## config.mk

```make
export PLATFORM = sky130hd
export DESIGN_NAME = mem_dump_engine
export DESIGN_NICKNAME = d
export VERILOG_FILES = /design/src/rtl/mem_dump_engine_pkg.sv /design/src/rtl/mem_dump_engine.sv
export SDC_FILE = /design/constraint.sdc
export NUM_CORES = 1
export LEC_CHECK = 0
export CORE_ASPECT_RATIO = 0.75
export CORE_MARGIN = 2
export CORE_UTILIZATION = 51
export DETAILED_ROUTE_END_ITERATION = 7
export GPL_ROUTABILITY_DRIVEN = 0
export GPL_TIMING_DRIVEN = 0
export PLACE_DENSITY = 0.86
export SYNTH_ARGS = -nofsm -noshare
export SYNTH_HDL_FRONTEND = slang
export SYNTH_SLANG_ARGS = --single-unit
```

## constraint.sdc

```tcl
create_clock -name clk -period 3.1 [get_ports clk]
set_input_delay 0.465 -clock clk [delete_from_list [all_inputs] [get_ports clk]]
set_output_delay 0.465 -clock clk [all_outputs]
set_load 0.02 [all_outputs]
```

## src/rtl/mem_dump_engine_pkg.sv

```systemverilog
// mem_dump_engine_pkg: FSM state encoding and word size shared by the dump engine (SUM state only with DUMP_CHECKSUM_EN)
package mem_dump_engine_pkg;
    localparam int WORD_BYTES = 4;
    typedef enum logic [2:0] {
        IDLE,
        FETCH,
        SEND,
        DONE
`ifdef DUMP_CHECKSUM_EN
        , SUM
`endif
    } state_t;
endpackage

```

## src/rtl/mem_dump_engine.sv

```systemverilog
// mem_dump_engine: streams word_count words from a combinational-read memory onto a valid/ready port
// Optional DUMP_CHECKSUM_EN appends a modulo-2^32 sum of all streamed words as a trailing word.
module mem_dump_engine
    import mem_dump_engine_pkg::*;
#(
    parameter int MAX_WORDS = 1024,
    parameter int CNT_W     = 11
) (
    input  logic             clk,
    input  logic             reset,
    input  logic             start,
    input  logic [31:0]      base_addr,
    input  logic [CNT_W-1:0] word_count,
    output logic [31:0]      mem_addr,
    input  logic [31:0]      mem_rdata,
    output logic [31:0]      out_data,
    output logic             out_valid,
    input  logic             out_ready,
    output logic             busy,
    output logic             done
);
`ifdef DUMP_CHECKSUM_EN
    localparam state_t LAST = SUM;
    logic [31:0] sum_q;
`else
    localparam state_t LAST = DONE;
`endif
    state_t           state_q, state_d;
    logic [31:0]      addr_q, maddr_q, data_q;
    logic [CNT_W-1:0] cnt_q;
    // state register
    always_ff @(posedge clk) begin
        if (reset) state_q <= IDLE;
        else       state_q <= state_d;
    end
    // next-state logic; the trailing state is SUM or DONE depending on the build
    always_comb begin
        state_d = state_q;
        case (state_q)
            IDLE:    if (start) state_d = (word_count != '0) ? FETCH : LAST;
            FETCH:   state_d = SEND;
            SEND:    if (out_ready) state_d = (cnt_q > CNT_W'(1)) ? FETCH : LAST;
`ifdef DUMP_CHECKSUM_EN
            SUM:     if (out_ready) state_d = DONE;
`endif
            DONE:    state_d = IDLE;
            default: state_d = IDLE;
        endcase
    end
    // datapath: latch request, capture fetched word, advance address/count on each transfer
    always_ff @(posedge clk) begin
        if (reset) begin
            addr_q  <= '0;
            maddr_q <= '0;
            data_q  <= '0;
            cnt_q   <= '0;
`ifdef DUMP_CHECKSUM_EN
            sum_q   <= '0;
`endif
        end else begin
            if (state_q == IDLE && start) begin
                addr_q <= base_addr & ~32'h3;
                cnt_q  <= (word_count > CNT_W'(MAX_WORDS)) ? CNT_W'(MAX_WORDS) : word_count;
`ifdef DUMP_CHECKSUM_EN
                sum_q  <= '0;
`endif
            end
            if (state_q == FETCH) begin
                data_q  <= mem_rdata;
                maddr_q <= addr_q;
            end
            if (state_q == SEND && out_ready) begin
                addr_q <= addr_q + 32'(WORD_BYTES);
                cnt_q  <= cnt_q - CNT_W'(1);
`ifdef DUMP_CHECKSUM_EN
                sum_q  <= sum_q + data_q;
`endif
            end
        end
    end
    // outputs decoded from state; mem_addr holds the last fetched address outside FETCH
    always_comb begin
        busy     = state_q != IDLE;
        done     = state_q == DONE;
        mem_addr = (state_q == FETCH) ? addr_q : maddr_q;
`ifdef DUMP_CHECKSUM_EN
        out_valid = (state_q == SEND) || (state_q == SUM);
        out_data  = (state_q == SUM) ? sum_q : data_q;
`else
        out_valid = state_q == SEND;
        out_data  = data_q;
`endif
    end
endmodule

```

==> reports/metrics.cfg, run 1 <==
[die]
die-area_um2=10100
chipHeight_um=87.7
fp.coreArea_um2=9080
io_pins=146
start_util=0.525
rows=30
die_w_um=116

[timing]
clock_skew_ps=7.59
relSlewSlack=0.468
period_needed_ps=2920
maxSlewViolCount=0
setup_violations=0
finalHoldViolations=0
grt_setup_unrepaired=false
timing.setup.tns_ps=0
fmax_mhz=342
fin_crit_sh=0.942
worst_slack_ps=179
tightestPinTransition_ps=796

[synthesis]
synth-seq-area-share=0.449
synth-seq-cells=107
synth_edf_count=0
synthArstFlopShare=0
synthCells=625
synth_warnings=0
syn_area_per_cell_um2=7.63
ys_types=59
synth.cell_area_um2=4770
syn_nets=707
synth_ff_type=dfxtp_1

[global_routing]
overflow=0
grt_max_degree=18
grt_util_all_layers=0.308
grt_pass1_vias=5018
antenna_found_initial=0
grt_pass1_wl_mm=24.6

[placed_design]
dp_hpwl_mm=11.1
dp_cells=895
portBuffers=142
preCtsSetupSlack_ps=322

[cells_and_area]
final_cell_mix=nand2_1, clkdlybuf4s50_1, dfxtp_1
fill_cells=753
layout_commonest_cell=nand2_1
fin_cells=911
multiInputGateArea_um2=2440
layout-drive-gt1-share=0.0498
final_nets=860
syn_to_final_growth_pct=39.7
seq_area_um2=2140
n_antenna_cell=0

[critical_path]
startpoint_type=flop
worst_path_max_delay_cell=clkdlybuf4s50_1
cp_data_arrival_time_ps=2460
critPathMaxFanout=10
cp_common_cell=nand2_1
cp_cell_sequence=nor2b_1, clkbuf_1, clkbuf_2, nand2_1, nand2_1, clkdlybuf4s50_1
cp-end-kind=output port
cp.required_ps=2630
reg2reg_depth=5
criticalPathCategory=flop to output port
r2r-start=state_q[1]
cp_slowest_stage_delay_ps=610
regToRegEndpoint=addr_q[23]
reg2reg_slack_ps=810

[detailed_routing]
drt_iter0_markers=716
wl_mm=15.2
avgViaCountPerCell=5.80
drtAntennaViolNets=0
firstDrtPassIters=5
route.detailed.drc=0
via_count=5284
wl_per_cell_um=16.7

[pwr]
power.net_switching_uw=958
p_leak_uw=0.00245
p_comb_frac=0.193
p_total_uw=3350
p_seq_frac=0.456
vdd_drop_max_uv=327
switching_share=0.286
clkPwrFrac=0.351
p_int_uw=2400
power.density_nw_per_um2=503

[clock_network]
cts_tree=built
numClockSinks=107
clockRootBuffer=clkbuf_16
htree_levels=3
clockBufferDepth=2
cts_made_buffers=9
clkLatencyLatePin_ps=350
hold_buffers=0
cts.reportedPaths.clkPinSlew_ps=70

[worst_hold_path]
hold_path.class=flop to flop
hold_depth=2
hold_start=out_data[26]
holdPathEnd=out_data[26]

[status]
outcome=completed

[job]
maxCapViolations=0

-- critical path: cells and delay by family (launching register included) --
| family | cells | cell delay (ps) |
|---|---|---|
| buf+inv | 3 | 1250 |
| flops | 1 | 470 |
| simple gates | 3 | 380 |
-- worst max-delay path by stage --
stage / depth (start not counted) / to / slack [ps] / from
2_1_floorplan: 5 / mem_addr[11] / 1290 / state_q[1]
3_3_place_gp: 6 / mem_addr[12] / 350 / state_q[1]
3_5_place_dp: 6 / mem_addr[13] / 320 / state_q[1]
4_1_cts: 6 / mem_addr[13] / 60 / state_q[0]
5_1_grt: 6 / mem_addr[4] / 50 / state_q[0]
6_report: 6 / mem_addr[4] / 180 / state_q[0]
-- what timing repair did --
action                     4_1_cts  5_1_grt
buffers inserted                 0        0
gates resized for setup          4        6
cloned                           0        0
setup endpoints to repair       26       17
-- metal layers --
metal	wire, um	vias to the layer above	global-route usage	part of all wire
li1	-	2487	-	-
met3	1560	36	0.0879	0.10
met2	6840	285	0.495	0.45
met5	0	-	0	0
met4	278	0	0.0736	0.018
met1	6500	2476	0.414	0.43
-- stage by stage --
stage	hold slack [ps]	instance area [um^2]	utilization
3_5_place_dp	446	6350	0.699
6_report	456	6660	0.733
2_1_floorplan	444	4770	-
5_1_grt	475	6660	0.733
3_3_place_gp	441	6350	0.699
4_1_cts	456	6660	0.733
-- state kept, by name, summed over array words and instances, names as in the netlist --
name      cells
out_data     32
state_q       2
cnt_q        11
addr_q       30
maddr_q      32
-- synth_stat cells (4+ instances only) --
cell	count	area, um^2
or3_1	4	25.0
nand4_1	6	37.5
clkbuf_1	36	135
a22oi_1	5	37.5
nor4_1	7	43.8
inv_1	5	18.8
a21oi_1	84	420
and3_1	8	50.1
nor2b_1	6	37.5
and2_1	4	25.0
a311oi_1	6	52.6
nor2_1	32	120
o21ai_0	10	50.1
dfxtp_1	107	2140
nor3_1	4	20.0
and4_1	6	52.6
nand3b_1	4	30.0
nand2_1	196	736
o211ai_1	8	60.1
a31oi_1	14	87.6
nand3_1	14	70.1
-- final cells by class --
type | count | share of cell area
buffer | 41 | 0.0255
clock buffer | 10 | 0.0359
clock inverter | 6 | 0.00977
inverter | 5 | 0.00282
multi-input combinational | 472 | 0.367
sequential | 107 | 0.322
tap | 128 | 0.0240
timing repair buffer | 142 | 0.213
-- logic make-up (layout without fill, tap and decap cells) --
kind of cell	after synthesis	count (layout)	synth area share
muxes	2	2	0.00472
AOI/OAI and AO/OA	152	152	0.193
DFF	107	107	0.449
and+or+nand+nor	310	310	0.298
adders and majority gates	3	3	0.00787
xor gates and xnor gates	5	5	0.00919
buffers and inverters	46	204	0.0378
-- power by group through the flow --
stage | registers, uW | logic, uW | clock network (uW)
2_1_floorplan | 1570 | 314 | 0
3_3_place_gp | 1550 | 617 | 0
3_5_place_dp | 1560 | 634 | 0
4_1_cts | 1530 | 640 | 1180
5_1_grt | 1540 | 701 | 1240
6_report | 1530 | 648 | 1180
Power figures use the tool's default switching activity.
==> run 2, diff against run 1 <==
--- a/config.mk
+++ b/config.mk
@@ -11,6 +11,7 @@
 export DETAILED_ROUTE_END_ITERATION = 7
 export GPL_ROUTABILITY_DRIVEN = 0
 export GPL_TIMING_DRIVEN = 0
+export HOLD_SLACK_MARGIN = 0.1
 export PLACE_DENSITY = 0.86
 export SYNTH_ARGS = -nofsm -noshare
 export SYNTH_HDL_FRONTEND = slang
==> results of run 2 <==
The final DEF is identical to that of run 1; final timing and power are the same.
